<file path="src/rtl/sh7604_wdt.sv">
// SH7604 watchdog timer: interval/watchdog counter with keyed register writes
// and a timed overflow pulse that drives WDTOVF_N and the internal reset request.
//
//   state | meaning
//   IDLE  | no overflow pulse in progress, WDTOVF_N high
//   PULSE | overflow pulse active, WDTOVF_N low, RST_REQ follows RSTE
module sh7604_wdt #(
    parameter int OVF_PULSE_LEN = 128
) (
    input  logic       CLK,
    input  logic       RST,
    input  logic       CE,
    input  logic [1:0] A,
    input  logic [15:0] DI,
    input  logic       WE,
    input  logic       RE,
    output logic [7:0] DO,
    output logic       ITI,
    output logic       WDTOVF_N,
    output logic       RST_REQ,
    output logic       RST_TYPE
);

    localparam int PCW = (OVF_PULSE_LEN > 1) ? $clog2(OVF_PULSE_LEN) : 1;
    localparam logic [PCW-1:0] PULSE_LAST = PCW'(OVF_PULSE_LEN - 1);

    typedef enum logic {
        IDLE  = 1'b0,
        PULSE = 1'b1
    } pulse_state_t;

    // WTCSR / WTCNT / RSTCSR
    logic       ovf;
    logic       wtit;
    logic       tme;
    logic [2:0] cks;
    logic [7:0] wtcnt;
    logic       wovf;
    logic       rste;
    logic       rsts;

    logic [12:0] prescaler;
    logic [12:0] psc_mask;

    pulse_state_t     pulse_state, pulse_state_d;
    logic [PCW-1:0]   pulse_cnt, pulse_cnt_d;
    logic             rst_type_hold;

    logic       key_a5;
    logic       key_5a;
    logic       csr_cfg_wr;
    logic       cnt_wr;
    logic       wovf_clr;
    logic       rcsr_wr;
    logic       tick;
    logic       cnt_step;
    logic       cnt_ovf;
    logic       itv_ovf;
    logic       wdt_ovf;
    logic [7:0] rd_data;

    // Write decode: the upper byte is a key, anything unkeyed is dropped
    always_comb begin
        key_a5     = (DI[15:8] == 8'hA5);
        key_5a     = (DI[15:8] == 8'h5A);
        csr_cfg_wr = WE && (A == 2'd0) && key_a5;
        cnt_wr     = WE && (A == 2'd0) && key_5a;
        wovf_clr   = WE && (A == 2'd2) && key_a5 && (DI[7:0] == 8'h00);
        rcsr_wr    = WE && (A == 2'd2) && key_5a;
    end

    always_comb begin
        psc_mask = 13'h0001;
        case (cks)
            3'd0: psc_mask = 13'h0001;
            3'd1: psc_mask = 13'h003F;
            3'd2: psc_mask = 13'h007F;
            3'd3: psc_mask = 13'h00FF;
            3'd4: psc_mask = 13'h01FF;
            3'd5: psc_mask = 13'h03FF;
            3'd6: psc_mask = 13'h0FFF;
            3'd7: psc_mask = 13'h1FFF;
            default: psc_mask = 13'h0001;
        endcase
    end

    // A CPU load of WTCNT swallows a coincident tick, so it can never overflow
    always_comb begin
        tick     = CE && tme && ((prescaler & psc_mask) == psc_mask);
        cnt_step = tick && !cnt_wr;
        cnt_ovf  = cnt_step && (wtcnt == 8'hFF);
        itv_ovf  = cnt_ovf && !wtit;
        wdt_ovf  = cnt_ovf && wtit;
    end

    always_ff @(posedge CLK) begin
        if (RST) begin
            prescaler <= 13'd0;
        end else if (!tme) begin
            prescaler <= 13'd0;
        end else if (CE) begin
            prescaler <= prescaler + 13'd1;
        end
    end

    always_ff @(posedge CLK) begin
        if (RST) begin
            ovf   <= 1'b0;
            wtit  <= 1'b0;
            tme   <= 1'b0;
            cks   <= 3'd0;
            wtcnt <= 8'd0;
            wovf  <= 1'b0;
            rste  <= 1'b0;
            rsts  <= 1'b0;
        end else begin
            if (csr_cfg_wr) begin
                wtit <= DI[6];
                tme  <= DI[5];
                cks  <= DI[2:0];
            end

            if (itv_ovf) begin
                ovf <= 1'b1;
            end else if (csr_cfg_wr && !DI[7]) begin
                ovf <= 1'b0;
            end

            if (cnt_wr) begin
                wtcnt <= DI[7:0];
            end else if (cnt_step) begin
                wtcnt <= wtcnt + 8'd1;
            end

            if (wdt_ovf) begin
                wovf <= 1'b1;
            end else if (wovf_clr) begin
                wovf <= 1'b0;
            end

            if (rcsr_wr) begin
                rste <= DI[6];
                rsts <= DI[5];
            end
        end
    end

    // Pulse timer counts down from OVF_PULSE_LEN-1; a new overflow reloads it
    always_comb begin
        pulse_state_d = pulse_state;
        pulse_cnt_d   = pulse_cnt;
        if (wdt_ovf) begin
            pulse_state_d = PULSE;
            pulse_cnt_d   = PULSE_LAST;
        end else if ((pulse_state == PULSE) && CE) begin
            if (pulse_cnt == '0) begin
                pulse_state_d = IDLE;
            end else begin
                pulse_cnt_d = pulse_cnt - 1'b1;
            end
        end
    end

    always_ff @(posedge CLK) begin
        if (RST) begin
            pulse_state   <= IDLE;
            pulse_cnt     <= '0;
            rst_type_hold <= 1'b0;
        end else begin
            pulse_state <= pulse_state_d;
            pulse_cnt   <= pulse_cnt_d;
            if (wdt_ovf) begin
                rst_type_hold <= rsts;
            end
        end
    end

    always_comb begin
        rd_data = 8'hFF;
        case (A)
            2'd0: rd_data = {ovf, wtit, tme, 2'b11, cks};
            2'd1: rd_data = wtcnt;
            2'd2: rd_data = 8'hFF;
            2'd3: rd_data = {wovf, rste, rsts, 5'b11111};
            default: rd_data = 8'hFF;
        endcase
    end

    always_ff @(posedge CLK) begin
        if (RST) begin
            DO <= 8'h00;
        end else if (RE) begin
            DO <= rd_data;
        end
    end

    always_comb begin
        ITI      = ovf && !wtit;
        WDTOVF_N = (pulse_state != PULSE);
        RST_REQ  = (pulse_state == PULSE) && rste;
        RST_TYPE = (pulse_state == PULSE) ? rst_type_hold : rsts;
    end

endmodule
</file>
<file path="config.mk">
export PLATFORM = sky130hd
export DESIGN_NAME = sh7604_wdt
export DESIGN_NICKNAME = d
export VERILOG_FILES = /design/src/rtl/sh7604_wdt.sv
export SDC_FILE = /design/constraint.sdc
export NUM_CORES = 1
export LEC_CHECK = 0
export CELL_PAD_IN_SITES_DETAIL_PLACEMENT = 0
export CELL_PAD_IN_SITES_GLOBAL_PLACEMENT = 1
export CORE_MARGIN = 4
export CORE_UTILIZATION = 44
export DETAILED_ROUTE_END_ITERATION = 10
export HOLD_SLACK_MARGIN = 0.08
export PLACE_DENSITY_LB_ADDON = 0.15
export SLEW_MARGIN = 20
export SYNTH_ARGS = -nofsm -noshare
export SYNTH_HDL_FRONTEND = slang
export SYNTH_SLANG_ARGS = --single-unit
</file>
<file path="constraint.sdc">
create_clock -name CLK -period 5.8 [get_ports CLK]
set_clock_uncertainty 0.1 [all_clocks]
set_input_delay 1.45 -clock CLK [delete_from_list [all_inputs] [get_ports CLK]]
set_output_delay 1.45 -clock CLK [all_outputs]
set_load 0.01 [all_outputs]
</file>
After elaboration in Yosys (flattened, before gate mapping):

Memory sizes are Yosys's and may differ from the RTL's. A register that Yosys moved wholly into a read port is not among the register bits.
Index checks and enable logic that the tools add are counted.

* bits in registers: 47
* ROM bits: 96
* output and inout bits: 12
* logic and storage cells: 75
* memories kept: 1

* add/sub/neg operators: 3
* eq/ne operators: 8
* muxes and demuxes: 16
* bitwise logic cells: 3
* reductions and logical operators: 31

Memory list
* (name not given): words 8, width 12, read ports 1, clocked after memory_dff 1, wr ports 0, line 74 `case (cks)`

Operator list (number)
* 8-bit one-hot mux with 4 select lines: 1
* 7-bit 2-to-1 mux: 3
* 1-bit logical AND: 17
* 8-bit == test (second input constant): 2
* 8-bit 2-to-1 mux: 2
* 13-bit by 1-bit adder with 13-bit output (second input constant): 1
* 13-bit AND: 1
* 13-bit == test: 1
* 2-bit nonzero test: 5
* 8-bit by 1-bit adder with 8-bit output (second input constant): 1
* 8-bit by 7-bit == test with 1-bit output (second input constant): 1
* 8-bit logical NOT: 1
* 1-bit 2-to-1 mux: 8
* 7-bit logical NOT: 1
* 7-bit by 1-bit subtractor with 7-bit output (second input constant): 1
* 3-bit 2-to-1 mux: 2
* 2-bit == test (second input constant): 2
* 2-bit AND reduction: 2
* 1-bit logical NOT: 3
* 2-bit by 1-bit == test with 1-bit output (second input constant): 1
* 2-bit logical NOT: 1
* 2-bit inequality test (second input constant): 1
* 1-bit NOT: 2
* 2-bit OR reduction: 1

Longest topological paths before layout:

* word-level depth: 9
* gate-level depth with buffers: 6
* depth with buffers taken out: 6

Worst setup path after synthesis:

Ideal clock, no wire load.

* path type: input -> register
* from: in CE
* to: reg rst_type_hold
* setup time: 0.121 ns
* data arrival time: 2.818 ns
* required time: 5.579 ns
* setup slack: 2.761 ns
* stages: 6
* path buffers: 1
* path through: nand2_1 or4_1 buf_2 nor4_4 nand4_4 mux2i_1

* word-level cells in the longest chain between the ends: 5

Ends and longest elaborated chain
* start, declared: line 12 `input logic CE,`
* 1-bit logical AND (2 in series): line 89 `tick = CE && tme && ((prescaler & psc_mask) == psc_mask);`
* 1-bit logical AND: line 90 `cnt_step = tick && !cnt_wr;`
* 1-bit logical AND: line 91 `cnt_ovf = cnt_step && (wtcnt == 8'hFF);`
* 1-bit logical AND: line 93 `wdt_ovf = cnt_ovf && wtit;`
* end signal, assigned: line 173 `rst_type_hold <= rsts;`
* end, declared: line 47 `logic rst_type_hold;`

No other way between the ends.
A chain may end at the register's enable or synchronous reset.

Final worst setup path:

Ends and elaborated chain as after synthesis.

==> metrics.log <==
[metrics] CP max stage delay: between 700 and 800 ps
[metrics] CP Class: in2reg
[metrics] effective utilization at floorplan: 46.5%
[metrics] global-route total usage across every layer: between 10% and 20%
[metrics] growth of design area from synthesis to finish: 18.4%
[metrics] per-instance average area after synthesis: between 8 and 9 sq um
[metrics] vias in the first global route: 2019
[metrics] die outline area: 7300 sq um
[metrics] number of nets in the finished design: between 300 and 400
[metrics] CP delay by family, top: simple AND/OR/NAND/NOR gates
[metrics] number of warnings printed during yosys synthesis: 0
[metrics] area post-placement: slightly above 3000 sq um
[metrics] critical-path cell list: clkdlybuf4s50_1 > nand2_1 > or4_1 > nor4_4 > nand4_4 > mux2i_1
[metrics] achievable clock frequency: 0.269 GHz
[metrics] CTS H-tree lvls: 2
[metrics] clock tree from TritonCTS: done
[metrics] Data arrival, critical path: 3810 ps
[metrics] fraction of post-synthesis cell area in the top cell type by area: between 40 and 50%
[metrics] Vias: ~2100
[metrics] Power, Total: ~0.00065 W
[metrics] drt wl/cell: roughly 14 um
[metrics] share of synthesized registers carrying an async set or reset: 0%
[metrics] result of the run: complete, no violations
[metrics] Die Span Y: between 80 and 90 um
[metrics] Gate Count Post-Synth: between 200 and 300
[metrics] worst relative slew slack: between 50% and 60%
[metrics] combined area of all synthesized cells: roughly 2600 sq um
[metrics] final worst path period need: roughly 3700 ps
[metrics] count of input and output buffers: 34
[metrics] number of gates resized after cts: 0
[metrics] number of enable-type register cells in the synthesized netlist: 0
[metrics] 1st-iter DRT viols: about 100
[metrics] setup violators final: 0
[metrics] biggest area contributors in the synthesized netlist: sky130_fd_sc_hd__dfxtp_1 (41%), sky130_fd_sc_hd__nor2_1 (5.7%), sky130_fd_sc_hd__xnor2_1 (4.6%), sky130_fd_sc_hd__mux2i_1 (4.2%), sky130_fd_sc_hd__a21oi_1 (3.2%)
[metrics] number of antenna violations at the first check in global routing: 0
[metrics] fraction of layout instances using a drive strength above 1: under 10%
[metrics] number of non-filler instances in the completed layout: 401
[metrics] number of iterations in the first detailed-routing pass: 4
[metrics] fraction of the yosys area taken by sequential cells: 41.0%
[metrics] placeable core region: roughly 5700 sq um
[metrics] Antenna Diode Count: 0
[metrics] buffers inserted during post-CTS setup optimization: 0
[metrics] leading cell type by number of instances after synthesis: sky130_fd_sc_hd__dfxtp_1
[metrics] predominant post-synthesis flop cell: sky130_fd_sc_hd__dfxtp_1
[metrics] ports placed on the boundary: 35
[metrics] path category of the worst min-delay check: reg2reg
[metrics] most used standard cells in the synthesized netlist: sky130_fd_sc_hd__dfxtp_1 (54), sky130_fd_sc_hd__nor2_1 (40), sky130_fd_sc_hd__a21oi_1 (17), sky130_fd_sc_hd__nand2_1 (16), sky130_fd_sc_hd__xnor2_1 (14)
[metrics] cell area after layout: between 3000 and 4000 sq um
[metrics] cell type contributing the most total cell area after synthesis: sky130_fd_sc_hd__dfxtp_1
[metrics] Seq. cell area: about 1100 sq um
[metrics] required arrival time at the worst endpoint: roughly 6000 ps
[metrics] TritonCTS Sinks: 54
[metrics] Slowest cell on crit path: sky130_fd_sc_hd__clkdlybuf4s50_1
[metrics] number of storage elements in the synthesis netlist: 54
[metrics] Startpoint Class: input port
[metrics] number of slew-limit violations in the final report: 0
[metrics] placed cell count: around 390
[metrics] cts bufs inserted: 5
[metrics] element type at the critical path end: flop
[metrics] clock slew seen by the registers of the worst setup and hold paths: 100 ps
[metrics] power density cells: roughly 210 nW/um^2
[metrics] largest voltage drop on the vdd net: slightly above 0.1 mV
[metrics] Chip Width: between 80 and 90 um
[metrics] CTS Root Cell: sky130_fd_sc_hd__clkbuf_8
[metrics] fill cell total of the finished layout: between 500 and 600
[metrics] Total Wirelength: 5740 um
[metrics] RSZ-0062 raised after global routing: false
[metrics] Setup Total Neg Slack: 0 ps
[metrics] ratio of final minimum period to clock period: approximately 64%
[metrics] synth unique cells: 46
[metrics] total nets after synthesis: 326
[metrics] CTS Hold Bufs: 0
[metrics] number of failing hold endpoints at the final stage: 0
[metrics] worst-path maximum fanout: 13
[metrics] row count: 27
[metrics] leak pwr: 1.08 nW
[metrics] actual transition at the worst max-transition pin: approximately 660 ps
[metrics] residual antenna-violating net count after detailed routing: 0
[metrics] dpl hpwl: about 4200 um
[metrics] number of remaining DRC errors: 0
[metrics] final RePlAce weighted congestion: just under 0.8
[metrics] Worst Hold Slack: about 380 ps
[metrics] detail-routed via count per cell: between 5 and 6
[metrics] maximum number of pins on one net before global-route repair: 44
[metrics] worst-case clock buffer depth: 2
[metrics] global-route wire length before repair: just under 10000 um
[metrics] number of maximum-capacitance constraint violations: 0
[metrics] clock latency on the worst-skew pair: ~300 ps
[metrics] multi-input combinational cell area: 1480 sq um
[metrics] overflow left after global routing: 0
[metrics] buffers and inverters on the worst path: 1
==> cells in the final DEF, fill, tap and decap left out, drive strengths merged, types with 2 or more instances in the layout <==
master / count
and4: 2
a211oi: 11
nand3: 10
or4: 2
xor2: 8
o22ai: 5
and3: 2
nor4bb: 2
ha: 4
o221ai: 3
dfxtp: 54
mux2: 5
clkdlybuf4s50: 34
xnor2: 14
nor2: 40
nand2b: 11
nand4: 12
clkbuf: 6
nor2b: 7
o21ai: 5
mux2i: 11
nand2: 16
nor3: 3
or4bb: 2
a21oi: 17
inv: 9
nor4: 12
a31oi: 2
or2b: 5
==> report_power, final <==
part           internal [W]  switching (W)  leakage (nW)  total [W]
Combinational     0.0000266      0.0000226         0.596  0.0000492
Sequential         0.000374     0.00000169         0.437   0.000376
Clock             0.0000985       0.000124        0.0478   0.000222
==> metal layers <==
metal / up-vias / GRT usage, % / part of all wire [%]
met5: - / 0 / 0
li1: 1123 / - / -
met2: 33 / 25.7 / 46
met4: 0 / 3.88 / 0.50
met3: 2 / 4.56 / 3.9
met1: 979 / 22.8 / 50
==> cell type report <==
class	instances	area share, %
clock buffer	6	2.64
tap	72	2.88
inverter	8	0.961
multi-input combinational	224	47.3
clock inverter	2	0.521
sequential	54	34.6
timing repair buffer	35	11.1
==> path summary, 6_finish.rpt <==
check,start,end,slack [ps],cells past startpoint
max,CE,rst_type_hold,2090,6
min,DO[6],DO[6],380,2
max reg2reg,prescaler[0],rst_type_hold,3590,5
min reg2reg,DO[6],DO[6],380,2
==> through the flow <==
step / worst slack, ps / utilization (%)
floorplan: 2760 / -
global placement: 1800 / 53.3
detailed placement: 1740 / 53.3
CTS: 2080 / 55.0
global route: 1920 / 55.0
finish: 2090 / 55.0
==> tightest hold or removal path, delay by kind of cell, from the launching register on <==
kind             cells  cell delay (ps)
flip-flops           1              320
AND/OR/NAND/NOR      1               60
AO/OA/AOI/OAI        1               60
==> registers in the layout (all words and copies together) (netlist names), 3 cells and up <==
signal / count
DO: 8
wtcnt: 8
pulse_cnt: 7
prescaler: 13
psc_mask: 7
cks: 3
==> logic make-up after synthesis <==
kind of cell / synth area share (%)
mux: 6.31
buf+inv: 3.08
xor+xnor: 7.30
compound gates: 11.9
simple gates: 28.6
fa+ha+maj: 1.90
flops: 41.0
Note: power is estimated with default switching activity, not from simulation.
